==> src/rtl/inspeccion_multicanal.sv <==
// rtl/inspeccion_multicanal.sv - multichannel product inspection FSMs with reject-streak alarms (optional stats: INSPECT_STATS_EN)
module inspeccion_multicanal #(
  parameter int N_CH     = 2,
  parameter int DWELL    = 4,
  parameter int ALARM_TH = 3,
  parameter int CNT_W    = 8,
  localparam int SEL_W   = (N_CH > 1) ? $clog2(N_CH) : 1
) (
  input  logic                clk,
  input  logic                rst,
  input  logic [N_CH-1:0]     p,
  input  logic [N_CH-1:0]     ri,
  input  logic [N_CH-1:0]     ack,
  output logic [2*N_CH-1:0]   e,
  output logic [2*N_CH-1:0]   y,
  output logic [N_CH-1:0]     alarm,
  output logic                busy
`ifdef INSPECT_STATS_EN
  ,
  input  logic [SEL_W-1:0]    stat_sel,
  output logic [CNT_W-1:0]    acc_cnt,
  output logic [CNT_W-1:0]    rej_cnt
`endif
);

  // State codes double as the visible e field of each channel
  localparam logic [1:0] S_IDLE    = 2'b00;
  localparam logic [1:0] S_INSPECT = 2'b01;
  localparam logic [1:0] S_ACCEPT  = 2'b10;
  localparam logic [1:0] S_REJECT  = 2'b11;

  // Dwell counter holds DWELL-1 down to 0; streak counter holds 0..ALARM_TH
  localparam int DW_W = (DWELL > 1) ? $clog2(DWELL) : 1;
  localparam int ST_W = $clog2(ALARM_TH + 1);

  localparam logic [DW_W-1:0] DW_LOAD = DW_W'(DWELL - 1);
  localparam logic [ST_W-1:0] ST_MAX  = ST_W'(ALARM_TH);

  logic [N_CH-1:0] ch_busy;

`ifdef INSPECT_STATS_EN
  logic [N_CH-1:0][CNT_W-1:0] acc_all;
  logic [N_CH-1:0][CNT_W-1:0] rej_all;
`endif

  for (genvar i = 0; i < N_CH; i++) begin : gen_ch
    logic [1:0]      st_q, st_d;
    logic [DW_W-1:0] dw_q, dw_d;
    logic [ST_W-1:0] str_q, str_d;
    logic            al_q;
    logic            sample;
    logic            enter_acc;
    logic            enter_rej;
    logic [1:0]      y_ch;

    // The decision is taken in the last INSPECT cycle, with the product still present
    assign sample    = (st_q == S_INSPECT) && p[i] && (dw_q == '0);
    assign enter_acc = sample && ri[i];
    assign enter_rej = sample && !ri[i];

    // Next-state and dwell counter; ack only matters while a decision is held
    always_comb begin
      st_d = st_q;
      dw_d = dw_q;
      case (st_q)
        S_IDLE: begin
          if (p[i]) begin
            st_d = S_INSPECT;
            dw_d = DW_LOAD;
          end
        end
        S_INSPECT: begin
          if (!p[i]) begin
            st_d = S_IDLE;
            dw_d = '0;
          end else if (dw_q != '0) begin
            dw_d = dw_q - DW_W'(1);
          end else begin
            st_d = ri[i] ? S_ACCEPT : S_REJECT;
          end
        end
        S_ACCEPT, S_REJECT: begin
          if (ack[i]) st_d = S_IDLE;
        end
        default: begin
          st_d = S_IDLE;
          dw_d = '0;
        end
      endcase
    end

    // Reject streak saturates at the alarm threshold; an accept clears it
    always_comb begin
      str_d = str_q;
      if (enter_acc) begin
        str_d = '0;
      end else if (enter_rej && (str_q != ST_MAX)) begin
        str_d = str_q + ST_W'(1);
      end
    end

    // Channel state registers; alarm tracks the streak value being stored
    always_ff @(posedge clk or negedge rst) begin
      if (!rst) begin
        st_q  <= S_IDLE;
        dw_q  <= '0;
        str_q <= '0;
        al_q  <= 1'b0;
      end else begin
        st_q  <= st_d;
        dw_q  <= dw_d;
        str_q <= str_d;
        al_q  <= (str_d == ST_MAX);
      end
    end

    // Handshake code: 01 accept pending, 10 reject pending, 11 transfer cycle
    always_comb begin
      y_ch = 2'b00;
      if (st_q == S_ACCEPT) begin
        y_ch = ack[i] ? 2'b11 : 2'b01;
      end else if (st_q == S_REJECT) begin
        y_ch = ack[i] ? 2'b11 : 2'b10;
      end
    end

    assign e[2*i+1:2*i] = st_q;
    assign y[2*i+1:2*i] = y_ch;
    assign alarm[i]     = al_q;
    assign ch_busy[i]   = (st_q != S_IDLE);

`ifdef INSPECT_STATS_EN
    logic [CNT_W-1:0] acc_q;
    logic [CNT_W-1:0] rej_q;
    logic             xfer;

    assign xfer = ack[i] && ((st_q == S_ACCEPT) || (st_q == S_REJECT));

    // Decisions are counted only when handed off, so aborted or reset products never count
    always_ff @(posedge clk or negedge rst) begin
      if (!rst) begin
        acc_q <= '0;
        rej_q <= '0;
      end else if (xfer) begin
        if ((st_q == S_ACCEPT) && !(&acc_q)) acc_q <= acc_q + CNT_W'(1);
        if ((st_q == S_REJECT) && !(&rej_q)) rej_q <= rej_q + CNT_W'(1);
      end
    end

    assign acc_all[i] = acc_q;
    assign rej_all[i] = rej_q;
`endif
  end

  assign busy = |ch_busy;

`ifdef INSPECT_STATS_EN
  // Read-out mux; a selector past the last channel reads as zero
  always_comb begin
    acc_cnt = '0;
    rej_cnt = '0;
    for (int k = 0; k < N_CH; k++) begin
      if (int'(stat_sel) == k) begin
        acc_cnt = acc_all[k];
        rej_cnt = rej_all[k];
      end
    end
  end
`endif

endmodule

==> config.mk <==
export PLATFORM = sky130hd
export DESIGN_NAME = inspeccion_multicanal
export DESIGN_NICKNAME = d
export VERILOG_FILES = /design/src/rtl/inspeccion_multicanal.sv
export SDC_FILE = /design/constraint.sdc
export NUM_CORES = 1
export LEC_CHECK = 0
export BUFFER_PORTS_ARGS = -buffer_cell sky130_fd_sc_hd__clkbuf_2
export CORE_ASPECT_RATIO = 0.9
export CORE_UTILIZATION = 51
export DETAILED_ROUTE_END_ITERATION = 16
export GPL_TIMING_DRIVEN = 0
export PLACE_DENSITY_LB_ADDON = 0.1
export REMOVE_ABC_BUFFERS = 1
export SLEW_MARGIN = 20
export SYNTH_ARGS = -nofsm -noshare
export SYNTH_HDL_FRONTEND = slang
export SYNTH_SLANG_ARGS = --single-unit
==> constraint.sdc <==
create_clock -name clk -period 1.9 [get_ports clk]
set_input_delay 0.19 -clock clk [delete_from_list [all_inputs] [get_ports clk]]
set_output_delay 0.19 -clock clk [all_outputs]
set_load 0.02 [all_outputs]
Yosys cells after proc, flatten, opt, wreduce, memory -nomap -nowiden
Cells that the tools add are included.

word-level totals
  logic and storage cells = 91
  output and inout port bits = 11
  register bits = 14

cells by class
  reduce and logical (&&, ||, !) cells = 29
  muxes and demuxes = 32
  equality and inequality tests = 18
  add/subtract/negate cells = 4

operator list
  kind                 count
  $mux 2               24
  $eq 2x2->1 const B   6
  $ne 2x2->1 const B   6
  $pmux 2 s3           2
  $reduce_and 3->1     4
  $reduce_bool 2->1    6
  $logic_and 1x1->1    10
  $logic_not 2->1      4
  $pmux 2 s2           2
  $ne 3x2->1 const B   2
  $ne 3x3->1 const B   2
  $reduce_or 2->1      3
  $add 2x1->2 const B  2
  $eq 2x1->1 const B   2
  $mux 1               4
  $sub 2x1->2 const B  2
  $logic_not 1->1      2

Depth between registers and ports, before layout
Gate-level depths: netlist of the first run.

  depth after elaboration = 8
  depth in mapped cells = 5
  gate-level depth less buffers = 5

Worst setup path after synthesis of the first run
OpenSTA, ideal clock, no wires.

  path kind = reg2reg
  from = register gen_ch[1].dw_q[0]
  to = register gen_ch[1].al_q
  period minus slack after synthesis = 1480 ps
  cell stages (with the launch flop) = 6
  data arrival time = 1404 ps
  slack = 420 ps
  buffers on the path = 0
  required time = 1824 ps
  setup time = 76 ps
  path through = dfrtp_1 -> inv_1 -> ha_1 -> nand4b_4 -> or4b_1 -> o21ai_1

between the ends
  word-level cells in the longest chain between the ends = 7
  elaborated cells on any way between the ends = 8
  classes of those cells = eq/ne (1); mux (2); reduce/logical (5)

RTL lines
  element                 RTL line  source
  start, declared         48        logic [DW_W-1:0] dw_q, dw_d;
  start signal, assigned  111       dw_q <= dw_d;
  $logic_not 2->1 (*)     57        assign sample = (st_q == S_INSPECT) && p[i] && (dw_q == '0);
  $logic_and 1x1->1 (*)   57
  $logic_and 1x1->1       59        assign enter_rej = sample && !ri[i];
  $logic_and 1x1->1       97        end else if (enter_rej && (str_q != ST_MAX)) begin
  $mux 2                  97
  $mux 2 (*)              95        if (enter_acc) begin
  $eq 2x2->1 (*)          113       al_q <= (str_d == ST_MAX);
  end signal, assigned    113
  end, declared           50        logic al_q;

Every way passes the cells marked *; elsewhere a longest branch is shown, timed or not.
A chain may end at the register's enable or synchronous reset.

Worst setup path in the final report of the first run
  from = register gen_ch[1].st_q[0]
  to = output port busy

between the ends
  word-level cells in the longest chain between the ends = 2

RTL lines
  element                 RTL line  source
  start, declared         47        logic [1:0] st_q, st_d;
  start signal, assigned  110       st_q <= st_d;
  $reduce_bool 2->1       130       assign ch_busy[i] = (st_q != S_IDLE);
  $reduce_or 2->1         155       assign busy = |ch_busy;
  end, declared           17        output logic busy

Every way passes these cells.

==> results of run 1 <==
-- critical path, cell delays in order, from the launching register on --
cell and delay, ns:
dfrtp_1 0.51, or4_1 0.55, clkbuf_2 0.17
-- area by class of cell --
| cell class | instances | area (um^2) | share of cell area |
|---|---|---|---|
| inverters | 9 | 33.78 | 0.03590 |
| well taps | 15 | 18.77 | 0.01995 |
| multi-input cells | 64 | 401.6 | 0.4269 |
| flip-flops and latches | 14 | 350.3 | 0.3723 |
| repair buffers | 19 | 100.1 | 0.1064 |
| clock buffers | 4 | 36.28 | 0.03856 |
-- worst paths after layout --
| kind | startpoint | end | slack [ns] | cells after the start |
|---|---|---|---|---|
| hold / removal | ack[1] | gen_ch[1].st_q[1] | 0.11 | 2 |
| max in group asynchronous | rst | gen_ch[0].dw_q[0] | 1.32 | 2 |
| min in group asynchronous | rst | gen_ch[0].str_q[0] | 0.34 | 2 |
| hold reg to reg | gen_ch[0].dw_q[0] | gen_ch[0].dw_q[0] | 0.49 | 1 |
| setup / recovery | gen_ch[1].st_q[0] | busy | 0.21 | 2 |
| setup reg to reg | gen_ch[1].dw_q[0] | gen_ch[1].al_q | 0.30 | 5 |
-- synth_stat cells (2+ instances only) --
cell      count
dfrtp_1      14
a21oi_1      13
nand2_1      10
inv_1         9
nand3_1       9
ha_1          4
nor2_1        4
o21ai_0       4
buf_4         3
nand2b_1      3
nor2b_1       3
or4_1         3
or4b_1        2
-- sequential cells by signal (all words and copies together) (netlist names) --
signal,count
gen_ch.str_q,4
gen_ch.dw_q,4
gen_ch.st_q,4
gen_ch.al_q,2
-- through the flow --
stage | hold slack [ns] | worst slack (ns) | instance area [um^2] | power [mW] | util
2_1_floorplan | -0.1056 | 0.4080 | 785.8 | 0.9806 | -
3_3_place_gp | 0.09606 | 0.2917 | 894.6 | 1.128 | 0.6111
3_5_place_dp | 0.1047 | 0.2965 | 894.6 | 1.150 | 0.6111
4_1_cts | 0.1069 | 0.1880 | 940.9 | 1.364 | 0.6427
5_1_grt | 0.1336 | 0.1549 | 940.9 | 1.492 | 0.6427
6_report | 0.1138 | 0.2139 | 940.9 | 1.344 | 0.6427
-- kinds of logic after synthesis --
family	Yosys count
AO/OA/AOI/OAI	23
adder cells (fa/ha/maj)	4
buffers and inverters	13
flip-flops	14
AND/OR/NAND/NOR	37
-- timing repair --
action,CTS,global route
gates resized for setup,0,0
hold endpoints to repair,14,0
hold buffers,1,0
-- where the power goes --
| part | internal [mW] | switching [mW] | total (mW) |
|---|---|---|---|
| clock | 0.116 | 0.0928 | 0.209 |
| sequential | 0.418 | 0.140 | 0.558 |
| combinational | 0.252 | 0.325 | 0.578 |
-- layer usage --
| metal | vias up | part of all wire | GRT usage |
|---|---|---|---|
| met1 | 321 | 0.48 | 0.2321 |
| met4 | 0 | 0 | 0.02273 |
| li1 | 367 | - | - |
| met2 | 7 | 0.50 | 0.2831 |
| met5 | - | 0 | 0 |
| met3 | 0 | 0.026 | 0.06912 |
==> Flow_metrics.wiki, run 1 <==
{| class="wikitable"
! Metric !! Value
|-
| #FFs+latches synth || 14
|-
| Detailed Route Iter0 Violations || 15
|-
| Final Net Count || 123
|-
| Setup bufs post-CTS || 0
|-
| Most instantiated flip-flop cell in the synthesis netlist || dfrtp_1
|-
| Skew final || 0.003425 ns
|-
| Average footprint of a synthesized cell || 8.937 um^2
|-
| Shortest clock period the worst path allows after layout || 1.686 ns
|-
| Number of CTS-inserted buffers || 3
|-
| Commonest non-fill, non-tap cell in the layout || clkbuf_2
|-
| Number of antenna diodes || 0
|-
| Leakage Power || 0.4791 nW
|-
| Detailed Route WL || 1365 um
|-
| Initial core utilization || 0.5556
|-
| Syn Inst Count || 91
|-
| Fmax || 593.1 MHz
|-
| Number of iterations in the first detailed-routing pass || 4
|-
| Die X-Extent || 44.10 um
|-
| Dominant combinational cell family by area after synthesis || simple AND/OR/NAND/NOR gates
|-
| Number of global-route vias before repair || 544
|-
| Share of the synthesized area in the top cell type || 0.4308
|-
| Largest area contributor in the netlist || dfrtp_1
|-
| Fraction of the cycle the final worst path needs || 0.8874
|-
| Hold Violations, Final || 0
|-
| Top-level I/O count || 19
|-
| Transition time of the tightest slew-check pin || 0.3347 ns
|-
| Antenna violations before repair || 0
|-
| Root buffer cell || clkbuf_4
|-
| Synth async-reset ratio || 1.000
|-
| Cell Count Post-Placement || 120
|-
| Worst rel slew slack || 0.7769
|-
| Highest-count cells in the layout ignoring fill and taps || 18 x clkbuf_2, 14 x dfrtp_1, 13 x a21oi_1
|-
| Synthesized-area fraction occupied by and/or/nand/nor cells || 0.2677
|-
| Number of endpoints failing setup at the final stage || 0
|-
| Combined global-route utilization of all metal layers || 0.1769
|-
| Type of the worst setup path || register to output port
|-
| Post-route insts no fill || 125
|-
| Startpoint class of the critical path || register
|-
| Result of the run || complete, no violations
|-
| Final routed DRC violation total || 0
|-
| Worst voltage drop across the vdd grid || 1.046 mV
|-
| Final max-slew violation count || 0
|-
| Hold Crit Class || primary input to register
|-
| Wire length of the first global-routing pass || 2214 um
|-
| Signal arrival time at the worst endpoint || 1.50 ns
|-
| Buffers added on ports || 18
|-
| Vias || 695
|-
| Die Outline Area || 1759 um^2
|-
| Count of fill cells added during filler insertion || 133
|-
| CP endpoint kind || output port
|-
| Synth Area in Adders || 0.06154
|-
| Unique masters post-synth || 23
|-
| Post-detailed-route wirelength per cell || 10.92 um
|-
| CTS H-tree lvls || 1
|-
| Yosys warnings || 0
|-
| GR Overflow Total || 0
|-
| Critical Path Fanout Max || 10
|-
| Required time of the critical path || 1.71 ns
|-
| Pwr/cell area || 1429 nW/um^2
|-
| Clock slew at the register clock pins of the worst setup and hold paths || 0.08 ns
|-
| Compound-Gate Fraction of Synth Area || 0.1646
|-
| Sequential area share after synthesis || 0.4308
|-
| Core Box Area || 1464 um^2
|-
| Remaining antenna violation count after routing || 0
|-
| Later-pin clock latency in the skew report || 0.27 ns
|-
| Setup repair after global routing missed its margin || no
|-
| Synthesized-area fraction occupied by xor and xnor cells || 0
|-
| Detailed placer's ending HPWL || 1068 um
|-
| Max-cap viol count || 0
|-
| Post-synthesis cell area || 813.3 um^2
|-
| DR vias/cell || 5.560
|-
| Routability cong. || 0.7964
|-
| Fraction of layout instances using a drive strength above 1 || 0.2091
|-
| Row cnt || 13
|-
| Proportion of synthesized area in mux cells || 0
|-
| Clock tree from TritonCTS || done
|-
| Syn-to-layout area delta || 15.69%
|-
| Vertical extent of the die || 39.89 um
|-
| Bufs on Longest Clock Path || 2
|-
| Maximum number of pins on one net before global-route repair || 15
|-
| Top area cells in the synthesized netlist || dfrtp_1 43%, a21oi_1 8.0%, ha_1 6.2%, nand3_1 5.5%, nand2_1 4.6%
|-
| Number of enable flip-flop cells after synthesis || 0
|-
| Setup tns final || 0 ns
|-
| Number of sinks on the clock net || 14
|}
(Power assumes the default switching activity.)
==> run 2, diff against run 1 <==
MAX_ROUTING_LAYER = met4   (was unset)
SKIP_LAST_GASP = 1   (was unset)
==> Flow_metrics.wiki, run 2 (synthesis results as in run 1) <==
{| class="wikitable"
! Metric !! Value
|-
| Maximum number of pins on one net before global-route repair || 15 (unchanged)
|-
| Fraction of layout instances using a drive strength above 1 || 0.2091 (unchanged)
|-
| GR Overflow Total || 0 (unchanged)
|-
| Final routed DRC violation total || 0 (unchanged)
|-
| Number of endpoints failing setup at the final stage || 0 (unchanged)
|-
| Syn-to-layout area delta || 15.69% (unchanged)
|-
| Startpoint class of the critical path || register (unchanged)
|-
| Vias || 692 (was 695)
|-
| Wire length of the first global-routing pass || 2214 um (unchanged)
|-
| Initial core utilization || 0.5556 (unchanged)
|-
| Proportion of total power due to net switching || 0.4156 (was 0.4149)
|-
| Fmax || 593.5 MHz (was 593.1 MHz)
|-
| Root buffer cell || clkbuf_4 (unchanged)
|-
| DR vias/cell || 5.536 (was 5.560)
|-
| Fraction of the cycle the final worst path needs || 0.8869 (was 0.8874)
|-
| Hold Violations, Final || 0 (unchanged)
|-
| Internal reg-to-reg setup slack || 0.30 ns (about the same)
|-
| Setup bufs post-CTS || 0 (unchanged)
|-
| Clock power frac || 0.155 (was 0.156)
|-
| Core Box Area || 1464 um^2 (unchanged)
|-
| Row cnt || 13 (unchanged)
|-
| CP endpoint kind || output port (unchanged)
|-
| Antenna violations before repair || 0 (unchanged)
|-
| Skew final || 0.002747 ns (was 0.003425 ns)
|-
| Hold Crit Class || primary input to register (unchanged)
|-
| Buffers added on ports || 18 (unchanged)
|-
| Number of sinks on the clock net || 14 (unchanged)
|-
| Bufs on Longest Clock Path || 2 (unchanged)
|-
| Number of iterations in the first detailed-routing pass || 5 (was 4)
|-
| Clock tree from TritonCTS || done (unchanged)
|-
| Worst rel slew slack || 0.7777 (was 0.7769)
|-
| Total power of the final layout || 1.347 mW (was 1.344 mW)
|-
| Proportion of power drawn by flip-flops and latches || 0.415 (about the same)
|-
| Setup repair after global routing missed its margin || no (unchanged)
|-
| Remaining antenna violation count after routing || 0 (unchanged)
|-
| Detailed Route WL || 1376 um (was 1365 um)
|-
| Post-CTS Resized || 0 (unchanged)
|-
| Final Net Count || 123 (unchanged)
|-
| Required time of the critical path || 1.71 ns (about the same)
|-
| Worst voltage drop across the vdd grid || 1.047 mV (was 1.046 mV)
|-
| Transition time of the tightest slew-check pin || 0.3335 ns (was 0.3347 ns)
|-
| Combined global-route utilization of all metal layers || 0.1814 (was 0.1769)
|-
| Detailed Route Iter0 Violations || 12 (was 15)
|-
| Die Outline Area || 1759 um^2 (unchanged)
|-
| Type of the worst setup path || register to output port (unchanged)
|-
| Largest registers ranked by flip-flop count || gen_ch.dw_q: 4 flops, gen_ch.st_q: 4 flops, gen_ch.str_q: 4 flops (unchanged)
|-
| Routability cong. || 0.8077 (was 0.7964)
|-
| Result of the run || complete, no violations (unchanged)
|-
| Die X-Extent || 44.10 um (unchanged)
|-
| Signal arrival time at the worst endpoint || 1.50 ns (about the same)
|-
| Power share of the combinational group || 0.430 (about the same)
|-
| Detailed placer's ending HPWL || 1068 um (unchanged)
|-
| Final max-slew violation count || 0 (unchanged)
|-
| Commonest non-fill, non-tap cell in the layout || clkbuf_2 (unchanged)
|-
| Pwr/cell area || 1431 nW/um^2 (was 1429 nW/um^2)
|-
| Setup tns final || 0 ns (unchanged)
|-
| Sw Pwr || 559.6 uW (was 557.7 uW)
|-
| Later-pin clock latency in the skew report || 0.27 ns (about the same)
|-
| Max-cap viol count || 0 (unchanged)
|-
| Hold buffers post-CTS || 1 (unchanged)
|-
| Clock slew at the register clock pins of the worst setup and hold paths || 0.08 ns (about the same)
|-
| Shortest clock period the worst path allows after layout || 1.685 ns (was 1.686 ns)
|-
| CTS H-tree lvls || 1 (unchanged)
|-
| Pint || 787.0 uW (was 786.6 uW)
|-
| Number of CTS-inserted buffers || 3 (unchanged)
|-
| Top-level I/O count || 19 (unchanged)
|-
| Leakage Power || 0.4791 nW (unchanged)
|-
| Highest-count cells in the layout ignoring fill and taps || 18 x clkbuf_2, 14 x dfrtp_1, 13 x a21oi_1 (unchanged)
|-
| Number of antenna diodes || 0 (unchanged)
|-
| Vertical extent of the die || 39.89 um (unchanged)
|-
| Number of global-route vias before repair || 539 (was 544)
|-
| Critical Path Fanout Max || 10 (unchanged)
|-
| Post-detailed-route wirelength per cell || 11.01 um (was 10.92 um)
|}
==> run 2: cell counts in the layout (fill, tap and decap cells not counted) <==
No cell type changed its count.
==> run 2: cell type report <==
cell class,count,area (um^2)
Fill cell,133,523.0
Timing Repair Buffer,19,100.1
Multi-Input combinational cell,64,401.6
Clock buffer,4,36.28
Sequential cell,14,350.3
Tap cell,15,18.77
Inverter,9,33.78
==> run 2: final timing paths <==
check / from / to / cells past startpoint
setup reg to reg: gen_ch[1].dw_q[0] / gen_ch[1].al_q / 5
max in group asynchronous: rst / gen_ch[0].dw_q[0] / 2
hold / removal: ack[1] / gen_ch[1].st_q[1] / 2
setup / recovery: gen_ch[1].st_q[0] / busy / 2
min in group asynchronous: rst / gen_ch[0].str_q[0] / 2
hold reg to reg: gen_ch[0].dw_q[0] / gen_ch[0].dw_q[0] / 1
==> run 2: power by group through the flow <==
stage	registers [mW]	logic [mW]	clock network, mW
2_1_floorplan	0.576	0.405	0
3_3_place_gp	0.562	0.565	0
3_5_place_dp	0.564	0.586	0
4_1_cts	0.559	0.588	0.217
5_1_grt	0.576	0.685	0.231
6_report	0.558	0.579	0.209
==> run 2: metrics by stage <==
step / setup slack (ns) / std cells / utilization / instance area, um^2 / hold WS [ns]
2_1_floorplan: 0.4080 / 87 / - / 785.8 / -0.1056
3_3_place_gp: 0.2917 / 120 / 0.6111 / 894.6 / 0.09606
3_5_place_dp: 0.2965 / 120 / 0.6111 / 894.6 / 0.1047
4_1_cts: 0.1880 / 125 / 0.6427 / 940.9 / 0.1069
5_1_grt: 0.1549 / 125 / 0.6427 / 940.9 / 0.1336
6_report: 0.2150 / 125 / 0.6427 / 940.9 / 0.1142
==> run 2: metal layers <==
layer / wire length (um) / vias to the layer above / GRT usage
met1: 660 / 316 / 0.2321
met3: 45 / 0 / 0.06912
li1: - / 365 / -
met4: 0 / 0 / 0.02273
met2: 670 / 11 / 0.2831
met5: 0 / - / -
==> run 2: worst max-delay path: stages, from the launching register on <==
cell and delay [ns]:
dfrtp_1 0.51, or4_1 0.55, clkbuf_2 0.17
==> run 3, diff against run 2 <==
CAP_MARGIN = 20   (was unset)
CORE_ASPECT_RATIO = unset   (was 0.9)
==> Flow_metrics.wiki, run 3 (synthesis results as in run 1) <==
{| class="wikitable"
! Metric !! Value
|-
| Commonest non-fill, non-tap cell in the layout || clkbuf_2 (unchanged)
|-
| Number of global-route vias before repair || 612 (was 539)
|-
| Pwr/cell area || 1420 nW/um^2 (was 1431 nW/um^2)
|-
| Die X-Extent || 41.94 um (was 44.10 um)
|-
| Number of sinks on the clock net || 14 (unchanged)
|-
| R2R Path Start || gen_ch[1].dw_q[0] (unchanged)
|-
| Detailed Route WL || 1584 um (was 1376 um)
|-
| Number of iterations in the first detailed-routing pass || 4 (was 5)
|-
| Bufs on Longest Clock Path || 2 (unchanged)
|-
| Root buffer cell || clkbuf_4 (unchanged)
|-
| Buffers added on ports || 18 (unchanged)
|-
| Max-cap viol count || 0 (unchanged)
|-
| Startpoint class of the critical path || register (unchanged)
|-
| Wire length of the first global-routing pass || 2553 um (was 2214 um)
|-
| Internal reg-to-reg setup slack || 0.28 ns (was 0.30 ns)
|-
| Leakage Power || 0.4720 nW (was 0.4791 nW)
|-
| Remaining antenna violation count after routing || 0 (unchanged)
|-
| Placement-stage worst setup slack || 0.2765 ns (was 0.2965 ns)
|-
| Number of CTS-inserted buffers || 3 (unchanged)
|-
| Worst hold path endpoint || gen_ch[0].st_q[1] (was gen_ch[1].st_q[1])
|-
| Hold path startpoint || ack[0] (was ack[1])
|-
| Result of the run || complete, no violations (unchanged)
|-
| Antenna violations before repair || 0 (unchanged)
|-
| Core Box Area || 1489 um^2 (was 1464 um^2)
|-
| Largest registers ranked by flip-flop count || gen_ch.dw_q: 4 flops, gen_ch.st_q: 4 flops, gen_ch.str_q: 4 flops (unchanged)
|-
| Type of the worst setup path || register to output port (unchanged)
|-
| Hold Violations, Final || 0 (unchanged)
|-
| Post-detailed-route wirelength per cell || 12.67 um (was 11.01 um)
|-
| CTS H-tree lvls || 1 (unchanged)
|-
| Detailed Route Iter0 Violations || 10 (was 12)
|-
| Die Outline Area || 1759 um^2 (about the same)
|-
| Skew final || 0.002369 ns (was 0.002747 ns)
|-
| GR Overflow Total || 0 (unchanged)
|-
| Number of cells traversed by the worst hold path || 2 (unchanged)
|-
| Fmax || 579.8 MHz (was 593.5 MHz)
|-
| Setup bufs post-CTS || 0 (unchanged)
|-
| Transition time of the tightest slew-check pin || 0.3671 ns (was 0.3335 ns)
|-
| Number of endpoints failing setup at the final stage || 0 (unchanged)
|-
| Reg2reg path depth || 5 (unchanged)
|-
| Total cell area at the placement stage || 895.9 um^2 (was 894.6 um^2)
|-
| Signal arrival time at the worst endpoint || 1.53 ns (was 1.50 ns)
|-
| Worst rel slew slack || 0.7552 (was 0.7777)
|-
| Setup tns final || 0 ns (unchanged)
|-
| Routability cong. || 0.7912 (was 0.8077)
|-
| Fraction of the cycle the final worst path needs || 0.9077 (was 0.8869)
|-
| DR vias/cell || 5.608 (was 5.536)
|-
| Total power of the final layout || 1.318 mW (was 1.347 mW)
|-
| Number of antenna diodes || 0 (unchanged)
|-
| Initial core utilization || 0.5462 (was 0.5556)
|-
| CP endpoint kind || output port (unchanged)
|-
| Combined global-route utilization of all metal layers || 0.1966 (was 0.1814)
|-
| Top-level I/O count || 19 (unchanged)
|-
| Required time of the critical path || 1.71 ns (about the same)
|-
| Worst Setup Slack, final || 0.1754 ns (was 0.2150 ns)
|-
| Clock slew at the register clock pins of the worst setup and hold paths || 0.08 ns (about the same)
|-
| Final non-filler cell area || 928.4 um^2 (was 940.9 um^2)
|-
| Setup repair after global routing missed its margin || no (unchanged)
|-
| Fraction of layout instances using a drive strength above 1 || 0.2018 (was 0.2091)
|-
| Highest-count cells in the layout ignoring fill and taps || 18 x clkbuf_2, 14 x dfrtp_1, 13 x a21oi_1 (unchanged)
|-
| Detailed placer's ending HPWL || 1125 um (was 1068 um)
|-
| Final max-slew violation count || 0 (unchanged)
|-
| Maximum number of pins on one net before global-route repair || 15 (unchanged)
|-
| Critical Path Fanout Max || 10 (unchanged)
|-
| FF-to-FF End || gen_ch[1].al_q (unchanged)
|-
| Later-pin clock latency in the skew report || 0.28 ns (was 0.27 ns)
|-
| Worst voltage drop across the vdd grid || 0.7416 mV (was 1.047 mV)
|-
| Row cnt || 14 (was 13)
|-
| Vertical extent of the die || 41.94 um (was 39.89 um)
|-
| Shortest clock period the worst path allows after layout || 1.725 ns (was 1.685 ns)
|-
| Final routed DRC violation total || 0 (unchanged)
|-
| Syn-to-layout area delta || 14.15% (was 15.69%)
|-
| Vias || 701 (was 692)
|-
| Clock tree from TritonCTS || done (unchanged)
|-
| Hold Crit Class || primary input to register (unchanged)
|-
| Final Net Count || 123 (unchanged)
|}
## run 3: changes by cell type in the layout (fill, tap and decap cells not counted), sizes merged
cell / change
clkbuf: -1
## run 3: layout make-up
cell class                      instances  area (um^2)
Clock buffer                            3        22.52
Fill cell                             133        560.5
Inverter                                9        33.78
Multi-Input combinational cell         64        401.6
Sequential cell                        14        350.3
Tap cell                               16        20.02
Timing Repair Buffer                   19        100.1
## run 3: through the flow
stage,cells,utilization,hold slack [ns]
after floorplan,87,-,-0.1056
after global placement,121,0.6017,0.09861
after detailed placement,121,0.6017,0.1084
after CTS,125,0.6235,0.1280
after global routing,125,0.6235,0.1347
final,125,0.6235,0.1246
## run 3: how the worst max path moves through the flow
stage | start | end | depth (start not counted)
CTS | gen_ch[1].st_q[0] | busy | 2
global placement | gen_ch[1].dw_q[0] | gen_ch[1].al_q | 5
floorplan | gen_ch[1].dw_q[0] | gen_ch[1].al_q | 5
detailed placement | gen_ch[1].dw_q[0] | gen_ch[1].al_q | 5
finish | gen_ch[1].st_q[0] | busy | 2
global route | gen_ch[0].dw_q[0] | gen_ch[0].al_q | 5
## run 3: power by group
| part | internal, mW | switching [mW] | leakage (nW) |
|---|---|---|---|
| Clock | 0.0736 | 0.0962 | 0.0138 |
| Sequential | 0.418 | 0.146 | 0.174 |
| Combinational | 0.252 | 0.333 | 0.285 |
| Total | 0.743 | 0.575 | 0.472 |
## run 3: per-layer routing
layer | wire [um] | vias to the layer above | GRT usage
met4 | 19 | 0 | 0.07742
met5 | 0 | - | -
met1 | 715 | 331 | 0.2471
met3 | 43 | 2 | 0.02609
li1 | - | 358 | -
met2 | 806 | 10 | 0.3219
## run 3: critical path, cell delays in order (launching register included)
cell and delay (ns):
dfrtp_1 0.52, or4_1 0.56, clkbuf_2 0.17
## run 3: what timing repair did
action / 4_1_cts / 5_1_grt
hold buffers: 1 / 0
gates resized for setup: 0 / 0
hold endpoints to repair: 14 / 0
